--- src/rtl/apb_master_bridge.sv ---
// apb_master_bridge
//   Turns a valid/ready command stream into APB3 transfers, one at a time,
//   and returns a one-cycle response pulse per command. A wait-state
//   counter aborts a transfer whose slave holds PREADY low for TIMEOUT
//   ACCESS cycles. TIMEOUT = 0 disables the abort.
//
// Ports
//   PCLK, PRESET              clock (rising edge), async active-low reset
//   cmd_valid/cmd_ready       command handshake
//   cmd_write/addr/wdata      command payload (wdata ignored for reads)
//   rsp_valid                 one-cycle response pulse, no backpressure
//   rsp_rdata, rsp_err        read data (0 on writes/errors), error flag
//   PSEL/PENABLE/PWRITE       APB control
//   PADDR/PWDATA              APB address / write data
//   PREADY/PSLVERR/PRDATA     APB slave response
module apb_master_bridge #(
  parameter int unsigned ADDR_W  = 32,
  parameter int unsigned DATA_W  = 32,
  parameter int unsigned TIMEOUT = 16
) (
  input  logic              PCLK,
  input  logic              PRESET,
  input  logic              cmd_valid,
  output logic              cmd_ready,
  input  logic              cmd_write,
  input  logic [ADDR_W-1:0] cmd_addr,
  input  logic [DATA_W-1:0] cmd_wdata,
  output logic              rsp_valid,
  output logic [DATA_W-1:0] rsp_rdata,
  output logic              rsp_err,
  output logic              PSEL,
  output logic              PENABLE,
  output logic              PWRITE,
  output logic [ADDR_W-1:0] PADDR,
  output logic [DATA_W-1:0] PWDATA,
  input  logic              PREADY,
  input  logic              PSLVERR,
  input  logic [DATA_W-1:0] PRDATA
);

  // Counter is at least one bit wide so TIMEOUT = 0 still elaborates.
  localparam int unsigned     CNT_W    = (TIMEOUT > 0) ? $clog2(TIMEOUT + 1) : 1;
  localparam logic [CNT_W-1:0] CNT_LAST = (TIMEOUT > 0) ? CNT_W'(TIMEOUT - 1) : '0;
  localparam logic [CNT_W-1:0] CNT_MAX  = '1;

  typedef enum logic [1:0] {IDLE, SETUP, ACCESS} state_t;

  // Every registered output plus the wait counter, kept together so the
  // output process can start from "hold everything" in one assignment.
  typedef struct packed {
    logic              cmd_ready;
    logic              psel;
    logic              penable;
    logic              pwrite;
    logic [ADDR_W-1:0] paddr;
    logic [DATA_W-1:0] pwdata;
    logic              rsp_valid;
    logic [DATA_W-1:0] rsp_rdata;
    logic              rsp_err;
    logic [CNT_W-1:0]  cnt;
  } regs_t;

  state_t state_q, state_d;
  regs_t  q, d;

  logic accept;
  logic xfer_done;
  logic timed_out;

  assign accept    = (state_q == IDLE) && cmd_valid && q.cmd_ready;
  assign xfer_done = (state_q == ACCESS) && PREADY;
  // Abort on the TIMEOUT-th consecutive PREADY-low ACCESS cycle.
  assign timed_out = (state_q == ACCESS) && !PREADY && (TIMEOUT != 0) && (q.cnt == CNT_LAST);

  // State register
  always_ff @(posedge PCLK or negedge PRESET) begin
    if (!PRESET) begin
      // NOTE: everything, including the held bus fields, resets so the APB side comes up fully zeroed.
      state_q <= IDLE;
      q       <= '0;
    end else begin
      // NOTE: non-blocking so every register samples pre-edge values.
      state_q <= state_d;
      q       <= d;
    end
  end

  // Next-state logic
  always_comb begin
    state_d = state_q;
    unique case (state_q)
      IDLE:    if (accept) state_d = SETUP;
      SETUP:   state_d = ACCESS;
      ACCESS:  if (xfer_done || timed_out) state_d = IDLE;
      default: state_d = IDLE;
    endcase
  end

  // Output logic: next values for the registered outputs
  always_comb begin
    // NOTE: start from the held values so every field has a value on every path and no latch appears.
    d           = q;
    d.rsp_valid = 1'b0;
    unique case (state_q)
      IDLE: begin
        d.psel      = 1'b0;
        d.penable   = 1'b0;
        d.cmd_ready = 1'b1;
        if (accept) begin
          d.cmd_ready = 1'b0;
          d.psel      = 1'b1;
          d.pwrite    = cmd_write;
          d.paddr     = cmd_addr;
          d.pwdata    = cmd_wdata;
        end
      end
      SETUP: begin
        d.penable = 1'b1;
        d.cnt     = '0;
      end
      ACCESS: begin
        if (xfer_done) begin
          d.rsp_valid = 1'b1;
          d.rsp_err   = PSLVERR;
          d.rsp_rdata = (!q.pwrite && !PSLVERR) ? PRDATA : '0;
          d.psel      = 1'b0;
          d.penable   = 1'b0;
          d.cmd_ready = 1'b1;
        end else if (timed_out) begin
          d.rsp_valid = 1'b1;
          d.rsp_err   = 1'b1;
          d.rsp_rdata = '0;
          d.psel      = 1'b0;
          d.penable   = 1'b0;
          d.cmd_ready = 1'b1;
        end else if (q.cnt != CNT_MAX) begin
          // Saturates rather than wraps; only reachable with TIMEOUT = 0.
          d.cnt = q.cnt + 1'b1;
        end
      end
      default: begin
        d.psel      = 1'b0;
        d.penable   = 1'b0;
        d.cmd_ready = 1'b0;
      end
    endcase
  end

  assign cmd_ready = q.cmd_ready;
  assign PSEL      = q.psel;
  assign PENABLE   = q.penable;
  assign PWRITE    = q.pwrite;
  assign PADDR     = q.paddr;
  assign PWDATA    = q.pwdata;
  assign rsp_valid = q.rsp_valid;
  assign rsp_rdata = q.rsp_rdata;
  assign rsp_err   = q.rsp_err;

endmodule
--- config.mk ---
export PLATFORM = sky130hd
export DESIGN_NAME = apb_master_bridge
export DESIGN_NICKNAME = d
export VERILOG_FILES = /design/src/rtl/apb_master_bridge.sv
export SDC_FILE = /design/constraint.sdc
export NUM_CORES = 1
export LEC_CHECK = 0
export BUFFER_PORTS_ARGS = -buffer_cell sky130_fd_sc_hd__buf_2
export CAP_MARGIN = 20
export CORE_ASPECT_RATIO = 1.25
export CORE_MARGIN = 5
export CORE_UTILIZATION = 43
export CTS_CLUSTER_SIZE = 40
export DETAILED_ROUTE_END_ITERATION = 8
export GPL_ROUTABILITY_DRIVEN = 0
export PLACE_DENSITY = 0.84
export SLEW_MARGIN = 20
export SYNTH_ARGS = -nofsm -noshare
export SYNTH_HDL_FRONTEND = slang
export SYNTH_SLANG_ARGS = --single-unit
--- constraint.sdc ---
create_clock -name PCLK -period 2 [get_ports PCLK]
set_input_delay 0.4 -clock PCLK [delete_from_list [all_inputs] [get_ports PCLK]]
set_output_delay 0.4 -clock PCLK [all_outputs]
set_load 0.005 [all_outputs]
---- Word-level counts from Yosys, hierarchy flattened ----
Cells that the tools add are included.
storage, ports and cells
  word-level logic and storage cells ...... 57
  flip-flop bits (word level) ............. 109
  input bits .............................. 102
  output and inout bits ................... 102
operators by class
  mux-type cells .......................... 16
  add/subtract/negate cells ............... 1
  reduce and logical (&&, ||, !) cells .... 18
  equal/unequal tests ..................... 10
  bitwise logic cells ..................... 1
operator list
  operator                                       count
  two-way mux 34 bit                             3
  two-way mux 32 bit                             1
  two-way mux 5 bit                              3
  one-hot mux 2 bit (3 select lines)             2
  one-hot mux 5 bit (2 select lines)             1
  AND reduction 2 bit                            4
  logical AND 1 bit                              6
  two-way mux 2 bit                              3
  two-way mux 3 bit                              2
  != test 2 bit, second input constant           3
  adder 5 x 1 -> 5 bit, second input constant    1
  == test 5 x 4 -> 1 bit, second input constant  1
  != test 5 bit, second input constant           1
  != test 2 x 1 -> 1 bit, second input constant  2
  AND reduction 4 bit                            1
  nonzero test 2 bit                             2
  logical NOT 1 bit                              3
  != test 3 bit, second input constant           1
  == test 2 x 1 -> 1 bit, second input constant  1
  == test 2 bit, second input constant           1
  logical NOT 2 bit                              1
  one-hot mux 1 bit (2 select lines)             1
  logical OR 1 bit                               1
  inverter 1 bit                                 1

---- Longest topological paths before layout ----
  depth in word-level cells ............... 6
  depth in mapped cells ................... 6

---- Least setup slack after synthesis ----
No wires, ideal clock.
  path type ............................... register -> register
  start ................................... register q[0] (netlist bit)
  end ..................................... register q[2] (netlist bit)
  required time ........................... 1.936 ns
  stages on the path, launching flop included .. 7
  setup slack ............................. 0.025 ns
  arrival ................................. 1.911 ns
  cells stage by stage .................... dfrtp_1 > ha_1 > and3_1 > ha_1 > or4b_1 > nor4b_1 > a211o_1
between the ends
  word-level cells in the longest chain between the ends .. 5
  elaborated cells on any way between the ends .. 11
  classes of those cells .................. 1 x add/sub; 4 x eq/ne; 4 x mux; 2 x reduce/logical
RTL lines
  what                                RTL line  source
  from (decl)                         64        regs_t q, d;
  from (signal assigned)              80        q <= '0;
  from (signal assigned)              84        q <= d;
  adder 5 x 1 -> 5 bit                138       d.cnt = q.cnt + 1'b1;
  two-way mux 5 bit                   136       end else if (q.cnt != CNT_MAX) begin
  two-way mux 5 bit                   129       end else if (timed_out) begin
  two-way mux 5 bit                   122       if (xfer_done) begin
  one-hot mux 5 bit (2 select lines)  104       unique case (state_q)
Several ways; a longest one is shown, not always the timed one. The select of a mux whose other input is x is not followed.
A chain may end at the register's enable or synchronous reset.

---- Final worst setup path ----
  start ................................... register q[1] (netlist bit)
  end ..................................... register q[2] (netlist bit)
Same word-level chain as after synthesis.

==> Implementation_results.wiki <==
{| class="wikitable"
! Metric !! Value
|-
| Result of the run || finished clean
|-
| Number of buffers created by CTS || 9
|-
| End of the worst register-to-register path || q[2]
|-
| Insertion delay to the later sink of the worst-skew pair || 0.34 ns
|-
| Drc violations || 0
|-
| Hold Violations, Final || 0
|-
| Area of the multi-input gates || 0.00137 sq mm
|-
| Placement Cell Area || 0.00539 sq mm
|-
| Max transition margin || 0.689
|-
| Hold wc startpoint || cmd_addr[28]
|-
| # H-tree levels || 3
|-
| Count of flip-flops with a built-in enable after synthesis || 0
|-
| Internal reg-to-reg setup slack || 0.03 ns
|-
| Wire length of the first global-routing pass || 16.2 mm
|-
| Required time of the critical path || 2.28 ns
|-
| Buffers added on ports || 203
|-
| Clock sink total || 109
|-
| Sequential cell area || 0.00273 sq mm
|-
| N_diodes || 0
|-
| Post-synthesis cell area || 0.00487 sq mm
|-
| Final critical-path required period || 1.97 ns
|-
| CP arrival || 2.25 ns
|-
| Pins over their slew limit || 0
|-
| Highest ir drop seen on vdd || 1.08 mV
|-
| Maximum Capacitance Violations || 0
|-
| Initial DRC Count || 80
|-
| Initial core utilization || 0.440
|-
| WL/cell || 16.3 microns
|-
| Fmax achieved || 507 MHz
|-
| Type of element capturing the critical path || flop
|-
| Site Rows || 43
|-
| Most common cell after layout, fill and taps aside || buf_2
|-
| Total via count after detailed routing || 3006
|-
| Number of detailed-routing iterations run before antenna repair || 4
|-
| Fin nets || 584
|-
| Number of antenna violations at the first check in global routing || 0
|-
| Hold Crit Endpoint || PADDR[28]
|-
| Final Skew || 0.00635 ns
|-
| Worst hold slack after final layout || 0.270 ns
|-
| Placeable core region || 0.0111 sq mm
|-
| Ratio of routed vias to standard cells || 4.86
|-
| Share of synthesized area occupied by flip-flops and latches || 0.560
|-
| Leak Pwr || 0.00292 uW
|-
| Number of buffers on the longest clock path || 2
|-
| Commonest cells after routing, fill and taps aside || buf_2 (202), dfrtp_1 (109), mux2_2 (48), a22o_1 (33), mux2_1 (17)
|-
| Hold path depth || 2
|-
| Syn Nets || 469
|-
| Number of inserted filler cells in the final layout || 974
|-
| Final global-route overflow total || 0
|-
| Wirelength, routed || 10.1 mm
|-
| Cell Pwr Density || 1420 mW/mm^2
|-
| Top FF cell, synth || dfrtp_1
|-
| Post-synthesis cell type count || 35
|-
| Post-layout util || 0.514
|-
| Antenna violation net count after detailed routing || 0
|-
| Synth async-reset ratio || 1.00
|-
| Maximum number of pins on one net before global-route repair || 60
|-
| Synthesized instance count || 364
|-
| Avg Inst Size Synth || 13.4 sq um
|-
| Area delta synth->final || 17.0%
|-
| Final period util || 0.987
|-
| Placed wire-length estimate || 7.72 mm
|-
| Proportion of layout cells with a drive suffix above 1 || 0.590
|-
| Number of setup violations in the final report || 0
|-
| Slew at the pin closest to its max-slew limit || 0.467 ns
|-
| Startpoint type of the worst setup path || flop
|-
| Cell count of the worst reg-to-reg path || 6
|-
| Clock root buffer || clkbuf_16
|-
| Cell Count Post-Placement || 602
|-
| Global routing usage summed across all routing layers || 0.148
|-
| Top fanout value on the critical path || 4
|-
| Vertical die dimension || 129 microns
|-
| Total power draw || 8110 uW
|-
| Boundary pin count || 204
|-
| Final design area excluding fillers || 0.00570 sq mm
|-
| Die ar. || 0.0136 sq mm
|-
| Kind of critical path || flop to flop
|-
| CTS tree || built
|-
| Non-Filler Instances || 618
|-
| Launch point of the worst reg-to-reg path || q[1]
|-
| Path type of the worst min-delay path || primary input to flop
|-
| Clock-pin slew of the registers on the worst-case setup and hold paths || 0.07 ns
|-
| Number of warning messages in the yosys log || 0
|-
| Seq cells post-synth || 109
|-
| Die width || 105 microns
|-
| Vias in the first global route || 3279
|}
synthesized netlist by cell type, types with 2 or more instances:
| library cell | n | area share |
|---|---|---|
| nor2b_1 | 3 | 0.0039 |
| dfrtp_1 | 109 | 0.56 |
| clkbuf_1 | 3 | 0.0023 |
| nor2_1 | 3 | 0.0023 |
| mux2_1 | 17 | 0.039 |
| buf_2 | 9 | 0.0092 |
| and3_1 | 2 | 0.0026 |
| o21ai_0 | 3 | 0.0031 |
| nand2_1 | 5 | 0.0039 |
| a22o_1 | 33 | 0.059 |
| mux2_2 | 48 | 0.11 |
| nand2b_1 | 2 | 0.0026 |
| a31oi_1 | 2 | 0.0026 |
| ha_1 | 3 | 0.0077 |
| inv_1 | 4 | 0.0031 |
| buf_4 | 99 | 0.15 |
what timing repair did:
item	CTS	global route
gates resized for setup	2	4
hold buffers	1	0
hold endpoints to repair	29	0
setup buffers	0	0
pin swaps	0	2
endpoints found under the setup margin	1	5
per-layer routing:
metal / GRT usage / wire length (microns)
met5: 0 / 0
met4: 0.0512 / 160
met3: 0.0448 / 717
met2: 0.257 / 5420
met1: 0.173 / 3760
area by class of cell:
class	count	area share
flip-flops and latches	109	0.478
multi-input cells	140	0.240
repair buffers	215	0.201
clock buffers	9	0.0395
well taps	135	0.0296
clock inverters	6	0.00856
inverters	4	0.00263
worst max-delay path by stage:
stage,startpoint,endpoint,cells after the start
2_1_floorplan,q[0],q[2],6
3_3_place_gp,q[1],q[2],6
3_5_place_dp,q[1],q[2],6
4_1_cts,q[1],q[2],6
6_report,q[1],q[2],6
5_1_grt,q[1],q[2],6
through the flow:
stage	setup TNS, ns	setup WS [ns]
4_1_cts	0	0.00360
5_1_grt	-0.0205	-0.0205
3_5_place_dp	-0.0644	-0.0644
6_report	0	0.0259
2_1_floorplan	0	0.0245
3_3_place_gp	0	0.0426
sequential cells by signal, indices dropped and copies added, names as in the netlist:
register   count
PADDR         32
PENABLE        1
PSEL           1
PWDATA        32
PWRITE         1
cmd_ready      1
q              5
rsp_err        1
rsp_rdata     32
rsp_valid      1
state_q        2
critical path, cell delays in order, from the launching register on:
cell and delay (ns):
dfrtp_1 0.41, ha_2 0.20, and3_1 0.21, ha_1 0.20, or4b_4 0.55, nor4b_4 0.21, a211o_1 0.13
where the power goes:
group / leakage (uW) / total [uW] / switching [uW] / internal, uW
clock network: 0.000136 / 1650 / 801 / 852
logic: 0.00143 / 2850 / 1200 / 1650
registers: 0.00135 / 3610 / 486 / 3130
cells by family (layout without fill, tap and decap cells):
family,Yosys count,count (layout),synth area share
mux,66,66,0.152
compound gates,47,47,0.0796
buf+inv,115,234,0.167
simple gates,23,23,0.0316
flops,109,109,0.560
fa+ha+maj,4,4,0.00976
(Power assumes the default switching activity.)
